File: src/rtl/pc_sequencer_pkg.sv
// Shared types and constants for the PC sequencer: FSM states,
// PC-mux select encodings and the PC width.
package pc_sequencer_pkg;

   localparam int PC_W = 32;

   typedef enum logic [1:0] {
      BOOT = 2'd0,
      RUN  = 2'd1,
      HOLD = 2'd2
   } state_t;

   typedef logic [1:0] sel_t;

   localparam sel_t SEL_SEQ  = 2'b00;
   localparam sel_t SEL_BR   = 2'b01;
   localparam sel_t SEL_ADDR = 2'b10;
   localparam sel_t SEL_JMP  = 2'b11;

endpackage

File: src/rtl/pc_sequencer_pc_mux.sv
// 4-to-1 PC mux: picks the next fetch address from PC+4, jump target,
// register-jump address or branch target according to the 2-bit select.
module pc_sequencer_pc_mux
   import pc_sequencer_pkg::*;
(
   input  sel_t            sel,
   input  logic [PC_W-1:0] seq_pc,
   input  logic [PC_W-1:0] jmp_pc,
   input  logic [PC_W-1:0] addr_pc,
   input  logic [PC_W-1:0] br_pc,
   output logic [PC_W-1:0] next_pc
);

   // Select one of the four candidate addresses.
   always_comb begin
      // NOTE: every output of a combinational block gets a default first so no latch is inferred.
      next_pc = seq_pc;
      case (sel)
         SEL_JMP:  next_pc = jmp_pc;
         SEL_ADDR: next_pc = addr_pc;
         SEL_BR:   next_pc = br_pc;
         default:  next_pc = seq_pc;
      endcase
   end

endmodule

File: src/rtl/pc_sequencer.sv
// PC sequencer: holds the fetch PC, arbitrates jump / jr / branch redirects
// (jump > jr > branch > sequential) and parks a redirect that cannot be taken
// yet in a one-entry pending register until the fetch can advance.
// Optional feature: define PC_EXC_VECTOR_EN to add an exception input that
// forces the PC to EXC_VECTOR (bypassing stall) and records the old PC in epc.
module pc_sequencer
   import pc_sequencer_pkg::*;
#(
   parameter logic [PC_W-1:0] RESET_PC   = 32'h0000_0000
`ifdef PC_EXC_VECTOR_EN
   ,
   parameter logic [PC_W-1:0] EXC_VECTOR = 32'h8000_0180
`endif
) (
   input  logic            clk,
   input  logic            rst_n,
   input  logic            jump,
   input  logic [PC_W-1:0] jump_target,
   input  logic            jr,
   input  logic [PC_W-1:0] jr_target,
   input  logic            branch_taken,
   input  logic [PC_W-1:0] branch_target,
   input  logic            stall,
   input  logic            if_ready,
`ifdef PC_EXC_VECTOR_EN
   input  logic            exc,
   output logic [PC_W-1:0] epc,
`endif
   output logic [PC_W-1:0] pc,
   output logic            fetch_valid,
   output logic            s1,
   output logic            s0,
   output logic [PC_W-1:0] next_pc
);

   state_t            state_q, state_d;
   logic [PC_W-1:0]   pc_q, pc_d;
   logic              pend_valid_q, pend_valid_d;
   sel_t              pend_sel_q, pend_sel_d;
   logic [PC_W-1:0]   pend_target_q, pend_target_d;
`ifdef PC_EXC_VECTOR_EN
   logic [PC_W-1:0]   epc_q, epc_d;
   logic              exc_act;
`endif

   logic              active;
   logic              new_req;
   logic              advance;
   sel_t              sel;
   logic [PC_W-1:0]   seq_pc;
   logic [PC_W-1:0]   jmp_in, addr_in, br_in;
   logic [PC_W-1:0]   mux_pc;

   assign active      = (state_q != BOOT);
   assign new_req     = active & (jump | jr | branch_taken);
   assign advance     = active & if_ready & ~stall;
   assign seq_pc      = pc_q + PC_W'(4);
   assign fetch_valid = active;
   assign pc          = pc_q;
   assign s1          = sel[1];
   assign s0          = sel[0];
`ifdef PC_EXC_VECTOR_EN
   assign exc_act     = active & exc;
   assign epc         = epc_q;
`endif

   // Arbitrate this cycle's select: fresh request by priority, else the pending redirect.
   always_comb begin
      sel     = SEL_SEQ;
      jmp_in  = jump_target;
      addr_in = jr_target;
      br_in   = branch_target;
      if (active) begin
         if (jump) begin
            sel = SEL_JMP;
         end else if (jr) begin
            sel = SEL_ADDR;
         end else if (branch_taken) begin
            sel = SEL_BR;
         end else if (pend_valid_q) begin
            sel     = pend_sel_q;
            jmp_in  = pend_target_q;
            addr_in = pend_target_q;
            br_in   = pend_target_q;
         end
      end
`ifdef PC_EXC_VECTOR_EN
      if (exc_act) begin
         sel = SEL_SEQ;
      end
`endif
   end

   pc_sequencer_pc_mux u_pc_mux (
      .sel     (sel),
      .seq_pc  (seq_pc),
      .jmp_pc  (jmp_in),
      .addr_pc (addr_in),
      .br_pc   (br_in),
      .next_pc (mux_pc)
   );

   // The exception vector overrides the mux output when enabled.
`ifdef PC_EXC_VECTOR_EN
   assign next_pc = exc_act ? EXC_VECTOR : mux_pc;
`else
   assign next_pc = mux_pc;
`endif

   // Next-state, PC update and pending-register management.
   always_comb begin
      state_d       = state_q;
      pc_d          = pc_q;
      pend_valid_d  = pend_valid_q;
      pend_sel_d    = pend_sel_q;
      pend_target_d = pend_target_q;
`ifdef PC_EXC_VECTOR_EN
      epc_d         = epc_q;
`endif
      case (state_q)
         BOOT: begin
            state_d = RUN;
         end
         RUN, HOLD: begin
            if (advance) begin
               pc_d         = next_pc;
               pend_valid_d = 1'b0;
               pend_sel_d   = SEL_SEQ;
               state_d      = RUN;
            end else if (new_req) begin
               pend_valid_d  = 1'b1;
               pend_sel_d    = sel;
               pend_target_d = mux_pc;
               state_d       = HOLD;
            end
         end
         default: begin
            state_d = BOOT;
         end
      endcase
`ifdef PC_EXC_VECTOR_EN
      if (exc_act) begin
         pc_d         = EXC_VECTOR;
         epc_d        = pc_q;
         pend_valid_d = 1'b0;
         pend_sel_d   = SEL_SEQ;
         state_d      = RUN;
      end
`endif
   end

   // State registers with asynchronous active-low reset.
   always_ff @(posedge clk or negedge rst_n) begin
      if (!rst_n) begin
         // NOTE: the pending target is reset as well so a redirect cannot survive reset.
         state_q       <= BOOT;
         pc_q          <= RESET_PC;
         pend_valid_q  <= 1'b0;
         pend_sel_q    <= SEL_SEQ;
         pend_target_q <= '0;
`ifdef PC_EXC_VECTOR_EN
         epc_q         <= '0;
`endif
      end else begin
         // NOTE: sequential state uses non-blocking assignments so all flops update together.
         state_q       <= state_d;
         pc_q          <= pc_d;
         pend_valid_q  <= pend_valid_d;
         pend_sel_q    <= pend_sel_d;
         pend_target_q <= pend_target_d;
`ifdef PC_EXC_VECTOR_EN
         epc_q         <= epc_d;
`endif
      end
   end

endmodule
File: config.mk
export PLATFORM = sky130hd
export DESIGN_NAME = pc_sequencer
export DESIGN_NICKNAME = d
export VERILOG_FILES = /design/src/rtl/pc_sequencer_pkg.sv /design/src/rtl/pc_sequencer_pc_mux.sv /design/src/rtl/pc_sequencer.sv
export SDC_FILE = /design/constraint.sdc
export NUM_CORES = 1
export LEC_CHECK = 0
export BUFFER_PORTS_ARGS = -buffer_cell sky130_fd_sc_hd__buf_2
export CAP_MARGIN = 15
export CORE_UTILIZATION = 44
export DETAILED_ROUTE_END_ITERATION = 7
export GPL_TIMING_DRIVEN = 0
export PLACE_DENSITY_LB_ADDON = 0.05
export RECOVER_POWER = 100
export SLEW_MARGIN = 40
export SYNTH_ARGS = -nofsm -noshare
export SYNTH_HDL_FRONTEND = slang
export SYNTH_SLANG_ARGS = --single-unit
File: constraint.sdc
create_clock -name clk -period 4.5 [get_ports clk]
set_input_delay 0.45 -clock clk [delete_from_list [all_inputs] [get_ports clk]]
set_output_delay 0.45 -clock clk [all_outputs]
set_load 0.01 [all_outputs]
==> flow_metrics.env, run 1 <==
export IMPL_run_status="finished, violations left"
export IMPL_failed_checks="capacitance limit, slew limit"
export IMPL_setup_tns_ns=0
export IMPL_syn2layout_area_growth_pct=21.91
export IMPL_synth_fa_ha_area_share_pct=0.7616
export IMPL_synth_cell_types=66
export IMPL_synth_compound_area_share_pct=27.88
export IMPL_drive_gt1_share_pct=20.23
export IMPL_max_cap_violations=1
export IMPL_leakage_nw=2.597
export IMPL_critPathKind="flip-flop to output port"
export IMPL_crit_cells=9
export IMPL_r2r_slack_ns=1.20
export IMPL_synth_most_common_cell="nand2_1"
export IMPL_reg2reg_to="pend_target_q[5]"
export IMPL_nets=894
export IMPL_fin_crit_sh_pct=87.32
export IMPL_io_pin_count=170
export IMPL_dpl_cell_area_um2=5973
export IMPL_min_path_cells=5
export IMPL_antenna_found_initial=1
export IMPL_pwr_share_comb_pct=60.3
export IMPL_worst_path_largest_cell_delay_ns=0.61
export IMPL_async_flop_share_pct=100.0
export IMPL_place_hpwl_um=15130
export IMPL_synth_seq_cells=69
export IMPL_netlist_area_leader_share_pct=35.03
export IMPL_path_clk_slew_ns=0.07
export IMPL_cts_sinks=69
export IMPL_n_antenna_cell=0
export IMPL_post_cts_buffers=0
export IMPL_fill_cells=1136
export IMPL_p_switching_w=0.002173
export IMPL_htree_num_levels=3
export IMPL_ys_seq_area_share_pct=35.03
export IMPL_start_util_pct=45.27
export IMPL_worstReg2RegStart="state_q[0]"
export IMPL_stdcell_area_um2=6008
export IMPL_vias=5801
export IMPL_gp_congestion=0.9404
export IMPL_p_int_w=0.001983
export IMPL_synth_mux_area_share_pct=4.900
export IMPL_p_per_area_nw_per_um2=691.7
export IMPL_max_freq_mhz=254.5
export IMPL_track_usage_pct=35.46
export IMPL_seqCellArea_um2=1727
export IMPL_r2r_cells=8
export IMPL_synthTopCellsByCount="80 x nand2_1, 69 x dfrtp_1, 52 x nor2_1, 49 x a21oi_1, 49 x o21ai_0"
export IMPL_syn_nets=713
export IMPL_portBuffers=168
export IMPL_relSlewSlack_pct=-40.29
export IMPL_ant_nets=0
export IMPL_synthCells=607
export IMPL_wirelength_um=20020
export IMPL_worstMarginPinSlew_ns=2.104
export IMPL_drc_errors=0
export IMPL_die_area_um2=11630
export IMPL_synthFlopType="dfrtp_1"
export IMPL_drt_first_pass_iters=5
export IMPL_synth_edff_count=0
export IMPL_max_vdd_ir_drop_mv=0.2912
export IMPL_instances_no_fill=931
export IMPL_p_clk_share_pct=10.8
export IMPL_crit_required_ns=4.05
export IMPL_die_w_um=107.8
export IMPL_fp_row_count=38
export IMPL_yosys_warnings=0
export IMPL_min_from="jump_target[10]"
export IMPL_clock_latency_ns=0.37
export IMPL_yosys_area_share_xor_xnor_pct=4.798
export IMPL_start_kind="flip-flop"
export IMPL_hp_class="primary input to flip-flop"
export IMPL_drv_slew=36
export IMPL_switching_share_pct=52.29
export IMPL_syn_area_per_cell_um2=8.119
export IMPL_grt_pass1_vias=5418
export IMPL_syn_area_um2=4928
export IMPL_clk_path_buf_depth=2
export IMPL_cts_buffers=9
export IMPL_dp_cells=916
export IMPL_cp_slowest_cell="clkbuf_1"
export IMPL_path_cells="inv_1, ha_1, clkbuf_1, nor2_1, a22oi_1, nor2_1, a221oi_1, o21ai_0, clkbuf_1"
export IMPL_drt_iter0_drc=607
export IMPL_finalHoldViolations=0
export IMPL_cp_end_kind="output port"
export IMPL_cp_top_family="compound AO/OA/AOI/OAI gates"
export IMPL_cts_tree="built"
export IMPL_whs_endpoint="pend_target_q[10]"
export IMPL_yosys_area_share_simple_pct=20.97
export IMPL_grt_pass1_wl_um=29940
export IMPL_multi_input_area_um2=2903
export IMPL_min_period_ns=3.929
export IMPL_crit_start="state_q[0]"
export IMPL_grt_max_degree=37
export IMPL_setup_violations_final=0
export IMPL_grt_ovfl_total=0
export IMPL_cts_root_buf="clkbuf_8"
export IMPL_seqPwrFrac_pct=28.9
export IMPL_wl_per_cell_um=21.50
export IMPL_synth_top_family_by_area="compound AO/OA/AOI/OAI gates"
export IMPL_fp_coreArea_um2=10890
export IMPL_arrival_ns=3.48
export IMPL_synthTopCellsByArea="dfrtp_1 35%, nand2_1 6.1%, a21oi_1 5.0%"
export IMPL_drt_vias_per_instance=6.231
export IMPL_rsz0062_at_grt="false"
export IMPL_die_h_um=107.8
export IMPL_path_max_fanout=10
export IMPL_path_buf_inv=3
export IMPL_fin_worst_skew_ns=0.01090
export IMPL_synth_area_leader_cell="dfrtp_1"
==> cell type report <==
class                           instances  area share, %
Sequential cell                        69          28.74
Clock buffer                           12          2.249
Tap cell                              140          2.915
Inverter                               18          1.125
Clock inverter                          2         0.2082
Timing Repair Buffer                  170          13.16
Multi-Input combinational cell        478          48.31
Buffer                                 42          3.290
==> kinds of logic after synthesis <==
| family | count (synthesis) |
|---|---|
| buffers and inverters | 60 |
| XOR/XNOR | 27 |
| flip-flops | 69 |
| multiplexers | 22 |
| adder cells (fa/ha/maj) | 3 |
| AND/OR/NAND/NOR | 217 |
| AO/OA/AOI/OAI | 209 |
==> worst reg2reg max path: cells and delay by family (launching register included) <==
| kind | cells | cell delay, ns |
|---|---|---|
| AOI/OAI and AO/OA | 1 | 0.16 |
| adders and majority gates | 1 | 0.25 |
| buffers and inverters | 4 | 1.61 |
| DFF | 1 | 0.37 |
| and+or+nand+nor | 2 | 0.77 |
==> power by group through the flow <==
stage / sequential, W / clock (W) / combinational [W]
2_1_floorplan: 0.00119 / 0 / 0.00157
3_3_place_gp: 0.00119 / 0 / 0.00253
3_5_place_dp: 0.00120 / 0 / 0.00257
4_1_cts: 0.00119 / 0.000445 / 0.00258
5_1_grt: 0.00124 / 0.000474 / 0.00272
6_report: 0.00120 / 0.000447 / 0.00251
==> what timing repair did <==
item / in CTS / in global routing
hold endpoints to repair: 25 / 0
hold buffers: 1 / 0
gates resized for setup: 0 / 0
==> metal layers <==
metal / up-vias / GRT usage (%) / wire [µm]
met1: 2801 / 46.98 / 8176
met2: 334 / 55.31 / 8959
li1: 2596 / - / -
met3: 68 / 6.598 / 1952
met4: 2 / 17.42 / 918
met5: - / 0 / 13
==> layout by cell type (no fill, tap or decap), types with 4 or more instances in the layout <==
| cell type | netlist | routed |
|---|---|---|
| a21o_1 | 4 | 4 |
| a21oi_1 | 49 | 50 |
| a221oi_1 | 11 | 12 |
| a22o_1 | 4 | 4 |
| a22oi_1 | 25 | 25 |
| a31oi_1 | 18 | 18 |
| and3_1 | 8 | 8 |
| buf_2 | 16 | 115 |
| buf_4 | 5 | 5 |
| clkbuf_1 | 19 | 92 |
| clkbuf_8 | 0 | 9 |
| dfrtp_1 | 69 | 69 |
| inv_1 | 16 | 17 |
| mux2_2 | 17 | 17 |
| mux2i_1 | 5 | 5 |
| nand2_1 | 80 | 80 |
| nand3_1 | 17 | 17 |
| nand4_1 | 13 | 13 |
| nor2_1 | 52 | 52 |
| nor2b_1 | 6 | 6 |
| nor3_1 | 16 | 16 |
| nor4_1 | 8 | 9 |
| o211ai_1 | 4 | 4 |
| o21a_1 | 4 | 4 |
| o21ai_0 | 49 | 50 |
| o22a_1 | 6 | 6 |
| xnor2_1 | 18 | 18 |
| xor2_1 | 9 | 9 |
==> stage by stage <==
stage                     utilization, %  hold WS [ns]  worst slack, ns  power [W]
final                              55.18        0.4516           0.5707   0.004156
after global placement             54.60        0.4603           0.9989   0.003721
after detailed placement           54.86        0.3694           0.9977   0.003768
after global routing               55.18        0.4809           0.4103   0.004442
after floorplan                        -        0.1544            2.003   0.002758
after CTS                          56.31        0.4478           0.9331   0.004214
==> worst max path at each step <==
| stage | end | slack (ns) |
|---|---|---|
| 2_1_floorplan | next_pc[13] | 2.00 |
| 3_3_place_gp | next_pc[26] | 1.0 |
| 3_5_place_dp | next_pc[26] | 1.0 |
| 4_1_cts | next_pc[26] | 0.93 |
| 5_1_grt | next_pc[28] | 0.41 |
| 6_report | next_pc[28] | 0.57 |
==> sequential cells by signal (all words and copies together) (netlist names) <==
name / flops
state_q: 2
pend_target_q: 32
pc: 32
pend_valid_q: 1
pend_sel_q: 2
Note: power is estimated with default switching activity, not from simulation.
==> run 2, diff against run 1 <==
Settings changed: PLACE_DENSITY from default to 0.72, PLACE_DENSITY_LB_ADDON 0.05 to default.
==> run 2 against run 1 <==
  * The run now ends clean
  * Die area did not move
  * Power is 2.1% higher
  * Non-clock buffer count stayed put
  * Routed wire length fell by 0.49%
  * Final cell count increased by 0.21%
  * Maximum frequency is 3.8% lower
  * Register-to-register slack got worse by 0.02 ns
  * Global-route usage fell by 0.44 points
  * Critical path depth decreased by 1
  * Critical path type unchanged
  * Critical endpoint is now next_pc[30]
==> flow_metrics.env, run 2 (synthesis gave the netlist of run 1 again) <==
export IMPL_drt_vias_per_instance=6.247
export IMPL_reg2reg_to="pc[4]"
export IMPL_cts_tree="built"
export IMPL_r2r_cells=8
export IMPL_seqCellArea_um2=1727
export IMPL_drive_gt1_share_pct=20.30
export IMPL_setup_violations_final=0
export IMPL_whs_endpoint="pend_target_q[10]"
export IMPL_start_util_pct=45.27
export IMPL_routed_wl_met3_um=1890
export IMPL_drc_errors=0
export IMPL_ctsResizeCount=0
export IMPL_min_from="jump_target[10]"
export IMPL_fp_row_count=38
export IMPL_clk_path_buf_depth=2
export IMPL_io_pin_count=170
export IMPL_track_usage_pct=35.02
export IMPL_place_hpwl_um=14990
export IMPL_n_antenna_cell=0
export IMPL_run_status="finished clean"
export IMPL_grt_pass1_wl_um=29860
export IMPL_finalHoldViolations=0
export IMPL_cts_root_buf="clkbuf_8"
export IMPL_fill_cells=1122
export IMPL_wl_per_cell_um=21.35
export IMPL_hp_class="primary input to flip-flop"
export IMPL_nets=894
export IMPL_leakage_nw=2.616
export IMPL_relSlewSlack_pct=35.67
export IMPL_antenna_found_initial=0
export IMPL_die_area_um2=11630
export IMPL_vias=5828
export IMPL_min_period_ns=4.085
export IMPL_die_w_um=107.8
export IMPL_p_total_w=0.004244
export IMPL_drt_met1_wl_um=8051
export IMPL_rsz0062_at_grt="false"
export IMPL_crit_required_ns=4.05
export IMPL_drt_iter0_drc=583
export IMPL_drv_slew=0
export IMPL_layout_commonest_cell="buf_2"
export IMPL_drt_first_pass_iters=5
export IMPL_critPathKind="flip-flop to output port"
export IMPL_highest_layer="met4"
export IMPL_portBuffers=168
export IMPL_min_path_cells=5
export IMPL_cts_sinks=69
export IMPL_grt_max_degree=56
export IMPL_multi_input_area_um2=2889
export IMPL_start_kind="flip-flop"
export IMPL_r2r_slack_ns=1.18
export IMPL_wirelength_um=19920
export IMPL_syn2layout_area_growth_pct=22.85
export IMPL_path_max_fanout=10
export IMPL_arrival_ns=3.63
export IMPL_path_clk_slew_ns=0.08
export IMPL_cp_end_kind="output port"
export IMPL_htree_num_levels=3
export IMPL_fin_worst_skew_ns=0.01760
export IMPL_max_cap_violations=0
export IMPL_ant_nets=0
export IMPL_worstReg2RegStart="pend_valid_q"
export IMPL_grt_pass1_vias=5409
export IMPL_p_per_area_nw_per_um2=701.0
export IMPL_met2_wirelength_um=9132
export IMPL_setup_tns_ns=0
export IMPL_final_cell_mix="116 x buf_2, 91 x clkbuf_1, 80 x nand2_1, 69 x dfrtp_1, 53 x nor2_1"
export IMPL_fin_crit_sh_pct=90.77
export IMPL_cts_buffers=9
export IMPL_max_vdd_ir_drop_mv=0.2735
export IMPL_max_freq_mhz=244.8
export IMPL_die_h_um=107.8
export IMPL_gp_congestion=0.9638
export IMPL_worstMarginPinSlew_ns=0.9614
export IMPL_grt_ovfl_total=0
export IMPL_fp_coreArea_um2=10890
export IMPL_clock_latency_ns=0.36
==> run 2: changes by cell type in the layout (fill, tap and decap cells not counted), sizes merged <==
cell      change
bufinv        +1
clkbuf        +1
clkinv        +1
clkinvlp      -1
==> run 2: critical path: stages, from the launching register on <==
cell	delay, ns
dfrtp_1	0.49
or4b_1	0.48
buf_4	0.21
nor2_1	0.58
clkbuf_1	0.62
a221o_1	0.25
o21ai_0	0.27
o21ai_0	0.19
clkbuf_1	0.17
==> run 2: cell type report <==
| type | count | share of cell area, % |
|---|---|---|
| buffer | 42 | 3.182 |
| clock buffer | 13 | 2.625 |
| clock inverter | 3 | 0.7233 |
| inverter | 18 | 1.116 |
| multi-input combinational | 478 | 47.72 |
| sequential | 69 | 28.52 |
| tap | 140 | 2.893 |
| timing repair buffer | 170 | 13.23 |
==> run 2: stage by stage <==
| step | setup slack (ns) | cells | hold slack, ns | utilization (%) | cell area [µm²] |
|---|---|---|---|---|---|
| 6_report | 0.4152 | 933 | 0.4714 | 55.61 | 6055 |
| 5_1_grt | 0.4039 | 933 | 0.5029 | 55.61 | 6055 |
| 4_1_cts | 1.013 | 933 | 0.4599 | 56.88 | 6193 |
| 3_5_place_dp | 1.093 | 916 | 0.2881 | 54.93 | 5981 |
| 3_3_place_gp | 1.103 | 915 | 0.4630 | 54.60 | 5944 |
| 2_1_floorplan | 2.003 | 607 | 0.1544 | - | 4928 |
==> run 2: power by group <==
part	switching [W]	total (W)	internal, W
Sequential	0.000309	0.00120	0.000895
Clock	0.000251	0.000538	0.000287
Combinational	0.00161	0.00250	0.000892
Total	0.00217	0.00424	0.00207
==> run 2: what timing repair did <==
action | in CTS | in global routing
buffers inserted | 0 | 0
endpoints found under the hold margin | 14 | 0
hold buffers | 1 | 0
==> run 2: worst max path at each step <==
stage	startpoint	to	slack, ns	cells past startpoint
final	pend_valid_q	next_pc[30]	0.42	8
after global routing	pend_valid_q	next_pc[31]	0.40	9
after CTS	state_q[0]	next_pc[30]	1.01	10
after detailed placement	jump	next_pc[26]	1.09	11
after global placement	jump	next_pc[26]	1.10	11
after floorplan	state_q[0]	next_pc[13]	2.00	9
==> run 2: metal layers <==
layer | global-route usage (%) | up-vias
met1 | 46.48 | 2814
met3 | 5.327 | 63
met2 | 55.40 | 343
met4 | 17.32 | 0
met5 | 0 | -
li1 | - | 2608
